`src/rtl/johnson_sequence_monitor.sv`:
```
// johnson_sequence_monitor: checks a 4-bit Johnson counter word for legal codes and +1-per-clock stepping
// Ports: clk, sync_reset (sync, active-high); johnson_in upstream word; phase/phase_valid decoded phase;
// locked after LOCK_COUNT consecutive +1 steps; illegal_code/seq_error one-cycle pulses;
// rev_count counts 7->0 steps while locked; err_count (only with JSM_ERR_COUNT_EN) saturating error count.
module johnson_sequence_monitor #(
  parameter int REV_WIDTH = 8,
  parameter int LOCK_COUNT = 4
) (
  input  logic                 clk,
  input  logic                 sync_reset,
  input  logic [3:0]           johnson_in,
  output logic [2:0]           phase,
  output logic                 phase_valid,
  output logic                 locked,
  output logic                 illegal_code,
  output logic                 seq_error,
`ifdef JSM_ERR_COUNT_EN
  output logic [7:0]           err_count,
`endif
  output logic [REV_WIDTH-1:0] rev_count
);
  typedef enum logic [1:0] {ACQUIRE, TRACK, LOCKED} state_t;
  state_t     state;
  logic [3:0] in_q;
  logic       in_v;
  logic [3:0] good_cnt;
  logic [2:0] prev_phase;
  logic [2:0] dec;
  logic       legal;
  logic       step_p1;
  logic       step_hold;
  logic       ill_n;
  logic       seq_n;
  always_comb begin
    legal = 1'b1;
    dec = 3'd0;
    case (in_q)
      4'b0000: dec = 3'd0;
      4'b0001: dec = 3'd1;
      4'b0011: dec = 3'd2;
      4'b0111: dec = 3'd3;
      4'b1111: dec = 3'd4;
      4'b1110: dec = 3'd5;
      4'b1100: dec = 3'd6;
      4'b1000: dec = 3'd7;
      default: legal = 1'b0;
    endcase
  end
  assign step_p1 = dec == prev_phase + 3'd1;
  assign step_hold = dec == prev_phase;
  // ACQUIRE accepts any legal word without a step check, so skips only count once tracking
  assign ill_n = in_v && !legal;
  assign seq_n = in_v && legal && !step_p1 && !step_hold && state != ACQUIRE;
  always_ff @(posedge clk) begin
    if (sync_reset) begin
      state <= ACQUIRE;
      in_q <= 4'd0;
      in_v <= 1'b0;
      good_cnt <= 4'd0;
      prev_phase <= 3'd0;
      phase <= 3'd0;
      phase_valid <= 1'b0;
      locked <= 1'b0;
      illegal_code <= 1'b0;
      seq_error <= 1'b0;
      rev_count <= '0;
    end else begin
      in_q <= johnson_in;
      in_v <= 1'b1;
      illegal_code <= ill_n;
      seq_error <= seq_n;
      if (ill_n) begin
        state <= ACQUIRE;
        phase_valid <= 1'b0;
        locked <= 1'b0;
      end else if (in_v) begin
        phase <= dec;
        prev_phase <= dec;
        phase_valid <= 1'b1;
        case (state)
          ACQUIRE: begin
            state <= TRACK;
            good_cnt <= 4'd0;
          end
          TRACK: begin
            if (step_p1) begin
              good_cnt <= good_cnt + 4'd1;
              if (good_cnt + 4'd1 == 4'(LOCK_COUNT)) begin
                state <= LOCKED;
                locked <= 1'b1;
              end
            end else if (seq_n)
              good_cnt <= 4'd0;
          end
          default: begin
            if (step_p1 && prev_phase == 3'd7)
              rev_count <= rev_count + REV_WIDTH'(1);
            else if (seq_n) begin
              state <= TRACK;
              good_cnt <= 4'd0;
              locked <= 1'b0;
            end
          end
        endcase
      end
    end
  end
`ifdef JSM_ERR_COUNT_EN
  always_ff @(posedge clk) begin
    if (sync_reset)
      err_count <= 8'd0;
    else if ((ill_n || seq_n) && err_count != 8'hff)
      err_count <= err_count + 8'd1;
  end
`endif
endmodule

```
`config.mk`:
```
export PLATFORM = sky130hd
export DESIGN_NAME = johnson_sequence_monitor
export DESIGN_NICKNAME = d
export VERILOG_FILES = /design/src/rtl/johnson_sequence_monitor.sv
export SDC_FILE = /design/constraint.sdc
export NUM_CORES = 1
export LEC_CHECK = 0
export CELL_PAD_IN_SITES_DETAIL_PLACEMENT = 0
export CELL_PAD_IN_SITES_GLOBAL_PLACEMENT = 1
export CORE_UTILIZATION = 43
export DETAILED_ROUTE_END_ITERATION = 6
export PLACE_DENSITY = 0.87
export SLEW_MARGIN = 20
export SYNTH_ARGS = -nofsm -noshare
export SYNTH_HDL_FRONTEND = slang
export SYNTH_SLANG_ARGS = --single-unit
export TNS_END_PERCENT = 20
```
`constraint.sdc`:
```
create_clock -name clk -period 4.3 [get_ports clk]
set_input_delay 0.86 -clock clk [delete_from_list [all_inputs] [get_ports clk]]
set_output_delay 0.86 -clock clk [all_outputs]
set_load 0.05 [all_outputs]
```
==> metrics.md, run 1 <==
| Metric | Value |
|---|---|
| Routed vias | 1289 |
| Post-synth top area cell | dfxtp_1 |
| Vias in the first global route | 1170 |
| Metal1 wirelength | 1519 um |
| Die extent in x | 61.19 um |
| DP Area | 1719 um^2 |
| Fin nets | 200 |
| Pwr Density | 289.8 nW/um^2 |
| Resized Gates After CTS | 0 |
| Hold Crit Class | reg -> reg |
| First-pass GRT wire length | 5188 um |
| Relative slew slack | 0.3567 |
| Placeable Area | 3337 um^2 |
| Area Overhead vs Synth | 17.61% |
| Fraction of registers with async set/reset | 0 |
| H-tree levels | 1 |
| Total gr overflow | 0 |
| Residual DRC count | 0 |
| Met3 Wirelength | between 100 and 150 um |
| Clock buffer depth | 2 |
| Effective utilization at floorplan | 0.4514 |
| Part of the cycle the worst path needs | 0.6221 |
| Max IR drop VDD | ~160 uV |
| Clock root buffer | clkbuf_4 |
| Critical path launch point type | flip-flop |
| Kind of critical path | reg -> reg |
| Gr usage total | 0.1857 |
| Post-synth EDFFs | 0 |
| Worst-Skew Late Latency | 0.33 ns |
| Synthesized area | 1506 um^2 |
| Hold Fails Final Rpt | 0 |
| I/O Pins | 21 |
| Post-route ant nets | 0 |
| Antenna violations before repair | 0 |
| Num rows | 21 |
| Die Y | 61.19 um |
| Slew Limit Fails | 0 |
| Iter 0 DRT Violations | 47 |
| Status | finished clean |
| Unrepaired setup endpoints after global routing | false |
| Cells after synthesis | 175 |
| Hold-critical path depth | 2 |
| CTS tree | done |
| Post-synth top area share | 0.3455 |
| Post-CTS Setup Bufs | 0 |
| Min Tclk post-route | 2.675 ns |
| Post-Syn Nets | 185 |
| Fin area | 1772 um^2 |
| Largest cells by area after synthesis | dfxtp_1, nor2b_1, mux2_2 |
| Placed cell count | between 200 and 250 |
| Clock transition at path regs | around 0.14 ns |
| Die area | 3744 um^2 |
| Main synth FF type | dfxtp_1 |
| Setup_tns | 0 ns |
| Final setup fails | 0 |
| Fmax | around 370 MHz |
| Post-synthesis register bit count | 26 |
| Clock sink total | 26 |
| Post-DP HPWL | 2183 um |
| R2r worst-path depth | 7 |
| Inserted Clock Buffers | 3 |
| Crit end category | flip-flop |
| GP Congestion | between 0.7 and 0.8 |
| Met2 routed WL | 1362 um |
| Largest fanout on the critical path | 9 |
| Critical Path RT | 4.54 ns |
| First-pass DRT Iterations | 4 |
| Share of layout cells above drive strength 1 | 0.1005 |
| Max Used Layer | met4 |
| Clock Skew | 0.002819 ns |
| # hold bufs at CTS | 0 |
| I/O Buffers | 20 |
| WL per Instance | 13.15 um |
| Hold-critical path endpoint | locked |
| Pleak | 0.6371 nW |
| Largest net degree at the start of global routing | 29 |
| Non-Filler Instances | around 240 |
| Routed wire length | just over 3000 um |
| Vias per inst | roughly 5.5 |
| Mean Syn Cell Area | 8.608 um^2 |
| Origin of the worst min-delay path | locked |
| Register area share after synthesis | 0.3455 |
| Syn. warnings | 0 |
| Slew @ Worst Pin | approximately 0.96 ns |
| Critical path arrival | between 2 and 3 ns |
| Max Cap Violations | 0 |
| # diodes | 0 |
| FF-to-FF End | good_cnt[0] |
| Netlist cell types | 52 |
| Worst R2R Setup Slack | approximately 1.6 ns |
| FF-to-FF Start | prev_phase[0] |
[layer usage]
layer  vias to the layer above  global-route usage
li1                        661                   -
met1                       582              0.2452
met2                        42              0.2935
met3                         4             0.02941
met4                         0             0.09416
met5                         -                   0
[flip-flops by register name (all words and copies together), names as in the netlist]
| signal | flops |
|---|---|
| good_cnt | 4 |
| phase_valid | 1 |
| in_v | 1 |
| locked | 1 |
| in_q | 4 |
| illegal_code | 1 |
| rev_count | 8 |
| seq_error | 1 |
| prev_phase | 3 |
| state | 2 |
[logic make-up (layout without fill, tap and decap cells)]
kind of cell,count (synthesis),after routing,share of synthesized area
AO/OA/AOI/OAI,34,34,0.1703
multiplexers,10,10,0.07143
AND/OR/NAND/NOR,75,75,0.2832
XOR/XNOR,8,8,0.04651
adder cells (fa/ha/maj),4,4,0.03322
buffers and inverters,18,32,0.04983
flip-flops,26,26,0.3455
[cells in the mapped netlist (5+ instances only)]
| master | number |
|---|---|
| nand2_1 | 11 |
| dfxtp_1 | 26 |
| a21oi_1 | 9 |
| nand4_1 | 5 |
| mux2_2 | 6 |
| xnor2_1 | 5 |
| nor2_1 | 15 |
| inv_1 | 8 |
| nand3_1 | 6 |
| nor2b_1 | 11 |
[per-stage QoR]
step                      worst slack [ns]    util  hold slack, ns  power (W)
after detailed placement             1.582  0.5152          0.4688  0.0003474
final                                1.625  0.5309          0.4903  0.0005134
after global routing                 1.362  0.5309          0.5095  0.0005372
after CTS                            1.613  0.5309          0.4918  0.0005194
after floorplan                      1.534       -          0.4575  0.0003267
after global placement               1.643  0.5152          0.4701  0.0003453
[cells in the final DEF (no fill, tap or decap), types with 5 or more instances in the layout]
cell type | synthesis | layout
nand2_1 | 11 | 11
nand4_1 | 5 | 5
inv_1 | 8 | 8
clkdlybuf4s50_1 | 0 | 20
xnor2_1 | 5 | 5
nor2_1 | 15 | 15
nor2b_1 | 11 | 11
nand3_1 | 6 | 6
mux2_2 | 6 | 6
dfxtp_1 | 26 | 26
a21oi_1 | 9 | 9
[report_power, final]
group	switching [W]	total [W]	internal [W]
clock network	0.0000770	0.000171	0.0000944
registers	0.0000143	0.000261	0.000247
logic	0.0000475	0.0000807	0.0000332
total	0.000139	0.000513	0.000375
[cell type report]
cell class                 instances  area [um^2]
fill                             335         1565
multi-input combinational        131        910.9
sequential                        26        520.5
timing repair buffer              20        200.2
tap                               46        57.56
clock inverter                     1        30.03
inverter                           8        30.03
clock buffer                       3        22.52
[worst max-delay path: stages (launching register included)]
cell and delay (ns):
dfxtp_1 0.42, ha_1 0.23, ha_1 0.36, o311ai_1 0.34
o211ai_2 0.19, or2_4 0.29, or4b_4 0.52, a311oi_2 0.22
[how the worst max path moves through the flow]
stage	start	endpoint	slack [ns]
2_1_floorplan	prev_phase[0]	good_cnt[0]	1.53
5_1_grt	prev_phase[0]	locked	1.36
4_1_cts	prev_phase[0]	locked	1.61
3_3_place_gp	sync_reset	state[0]	1.64
6_report	prev_phase[0]	good_cnt[0]	1.63
3_5_place_dp	sync_reset	state[0]	1.58
Note: power is estimated with default switching activity, not from simulation.
==> inputs of run 2 (changes only) <==
Settings changed: CORE_UTILIZATION 43 to 40, PLACE_DENSITY 0.87 to 0.82.
Clock period 4.3 ns to 2.64 ns, I/O delays scaled along.
==> run 2 against run 1 <==
Effect of this change:
- cell area increased by 5.1%
- clock-buffer cell count unchanged
- clock skew up 0.0020 ns
- critical path depth stayed put
- sequential power rose by 62%
- power is 76% higher
- cell count grew 3.0%
- combinational power increased by 82%
- highest routed layer unchanged
==> metrics.md, run 2 (synthesized netlist as in run 1, its figures left out) <==
| Metric | Value |
|---|---|
| Hold Crit Class | reg -> reg (unchanged) |
| Commonest non-fill, non-tap cell in the layout | dfxtp_1 (unchanged) |
| Pleak | 0.6825 nW (was 0.6371 nW) |
| Post-place setup slack | 0.09601 ns (was 1.582 ns) |
| Overall power | 0.0009050 W (was 0.0005134 W) |
| Top flop regs | rev_count (8), good_cnt (4), in_q (4) (unchanged) |
| Fmax | 401.1 MHz (was 373.8 MHz) |
| Inserted Clock Buffers | 3 (unchanged) |
| Die extent in x | 63.37 um (was 61.19 um) |
| Total gr overflow | 0 (unchanged) |
| First-pass DRT Iterations | 4 (unchanged) |
| First-pass GRT wire length | 5713 um (was 5188 um) |
| Critical path launch point type | flip-flop (unchanged) |
| Vias in the first global route | 1292 (was 1170) |
| Routed vias | 1344 (was 1289) |
| FF-to-FF Start | prev_phase[0] (unchanged) |
| Beginning of the critical path | prev_phase[0] (unchanged) |
| Num rows | 21 (unchanged) |
| Worst path max stage delay | 0.52 ns (about the same) |
| Routed wire length | 3196 um (was 3091 um) |
| Clock Skew | 0.004839 ns (was 0.002819 ns) |
| Post-route ant nets | 0 (unchanged) |
| Min Tclk post-route | 2.493 ns (was 2.675 ns) |
| Largest fanout on the critical path | 9 (unchanged) |
| Share of layout cells above drive strength 1 | 0.1633 (was 0.1005) |
| Worst-Skew Late Latency | 0.28 ns (was 0.33 ns) |
| Crit end category | flip-flop (unchanged) |
| Max FFs per register | 8 (unchanged) |
| Worst Path Buf+Inv | 0 (unchanged) |
| Biggest register | rev_count (unchanged) |
| I/O Buffers | 20 (unchanged) |
| Clock root buffer | clkbuf_8 (was clkbuf_4) |
| Relative slew slack | 0.6639 (was 0.3567) |
| Largest net degree at the start of global routing | 19 (was 29) |
| Clock sink total | 26 (unchanged) |
| Effective utilization at floorplan | 0.4343 (was 0.4514) |
| WL per Instance | 13.21 um (was 13.15 um) |
| Max Cap Violations | 0 (unchanged) |
| Final worst slack | 0.1468 ns (was 1.625 ns) |
| H-tree levels | 1 (unchanged) |
| Unrepaired setup endpoints after global routing | false (unchanged) |
| Fillcell total | 344 (was 335) |
| Placeable Area | 3468 um^2 (was 3337 um^2) |
| Slew @ Worst Pin | 0.5026 ns (was 0.9620 ns) |
| # hold bufs at CTS | 0 (unchanged) |
| Part of the cycle the worst path needs | 0.9444 (was 0.6221) |
| CTS tree | done (unchanged) |
| Clock transition at path regs | 0.09 ns (was 0.14 ns) |
| Post-CTS Setup Bufs | 0 (unchanged) |
| Status | finished clean (unchanged) |
| Most frequent cells in the layout | dfxtp_1, clkdlybuf4s50_1, nor2_1 (unchanged) |
| Slew Limit Fails | 0 (unchanged) |
| Hold Fails Final Rpt | 0 (unchanged) |
| I/O Pins | 21 (unchanged) |
| Slowest CP cell | or4b_4 (unchanged) |
| Clock buffer depth | 2 (unchanged) |
| Vias per inst | 5.554 (was 5.485) |
| Crit path cell chain | ha_1 -> ha_2 -> o311ai_2 -> o211ai_2 -> or2_4 -> or4b_4 -> a311oi_2 (was ha_1 -> ha_1 -> o311ai_1 -> o211ai_2 -> or2_4 -> or4b_4 -> a311oi_2) |
| Critical path arrival | 2.69 ns (was 2.91 ns) |
| Gr usage total | 0.1798 (was 0.1857) |
| Iter 0 DRT Violations | 55 (was 47) |
| Crit path max-delay family | simple AND/OR/NAND/NOR gates (unchanged) |
| Resized Gates After CTS | 0 (unchanged) |
| Fin nets | 207 (was 200) |
| Die Y | 63.37 um (was 61.19 um) |
| Pwr Density | 486.1 nW/um^2 (was 289.8 nW/um^2) |
| Post-DP HPWL | 2340 um (was 2183 um) |
| Die area | 4016 um^2 (was 3744 um^2) |
| Kind of critical path | reg -> reg (unchanged) |
| Setup_tns | 0 ns (unchanged) |
| Residual DRC count | 0 (unchanged) |
| Max IR drop VDD | 264.2 uV (was 160.2 uV) |
| Origin of the worst min-delay path | locked (unchanged) |
| # diodes | 0 (unchanged) |
| Critical Path RT | 2.83 ns (was 4.54 ns) |
| Area Overhead vs Synth | 23.59% (was 17.61%) |
| Antenna violations before repair | 0 (unchanged) |
| Final setup fails | 0 (unchanged) |
| GP Congestion | 0.9233 (was 0.7995) |
==> run 2: power by group <==
part	internal (W)	leakage [nW]	total, W	switching, W
clock network	0.000203	0.0357	0.000336	0.000133
registers	0.000402	0.213	0.000422	0.0000198
logic	0.0000633	0.434	0.000147	0.0000833
total	0.000669	0.683	0.000905	0.000236
==> run 2: area by class of cell <==
class,count,area [um^2],area share
timing repair buffer,27,252.7,0.1358
tap,46,57.56,0.03091
clock inverter,1,30.03,0.01613
multi-input combinational,131,925.9,0.4973
clock buffer,3,41.29,0.02218
inverter,8,30.03,0.01613
sequential,26,524.3,0.2816
==> run 2: worst min-delay path, stage by stage (launching register included) <==
cell and delay, ns:
dfxtp_1 0.32, inv_1 0.05, a221oi_1 0.06
==> run 2: path summary, 6_finish.rpt <==
check / slack (ns) / end / depth (start not counted)
worst max-delay path: 0.15 / good_cnt[0] / 7
worst min-delay path: 0.47 / locked / 2
worst max register to register: 0.15 / good_cnt[0] / 7
worst min register to register: 0.47 / locked / 2
==> run 2: per-stage QoR <==
stage	utilization	cell area [um^2]	hold slack, ns	cells
CTS	0.5321	1846	0.4774	242
finish	0.5368	1862	0.4719	242
floorplan	-	1509	0.4575	175
global placement	0.5115	1774	0.4532	238
detailed placement	0.5115	1774	0.4601	238
global route	0.5368	1862	0.4970	242
==> run 2: routing by layer <==
metal	vias up	global-route usage	wire length [um]
li1	676	-	-
met1	635	0.2126	1513
met2	26	0.2979	1486
met3	7	0.03080	100
met4	0	0.1136	95
met5	-	0	0
==> inputs of run 3 (changes only) <==
Settings changed: SLEW_MARGIN 20 to 0.
==> results of run 3 <==
Final layout, timing and power as in run 2 (identical DEF).
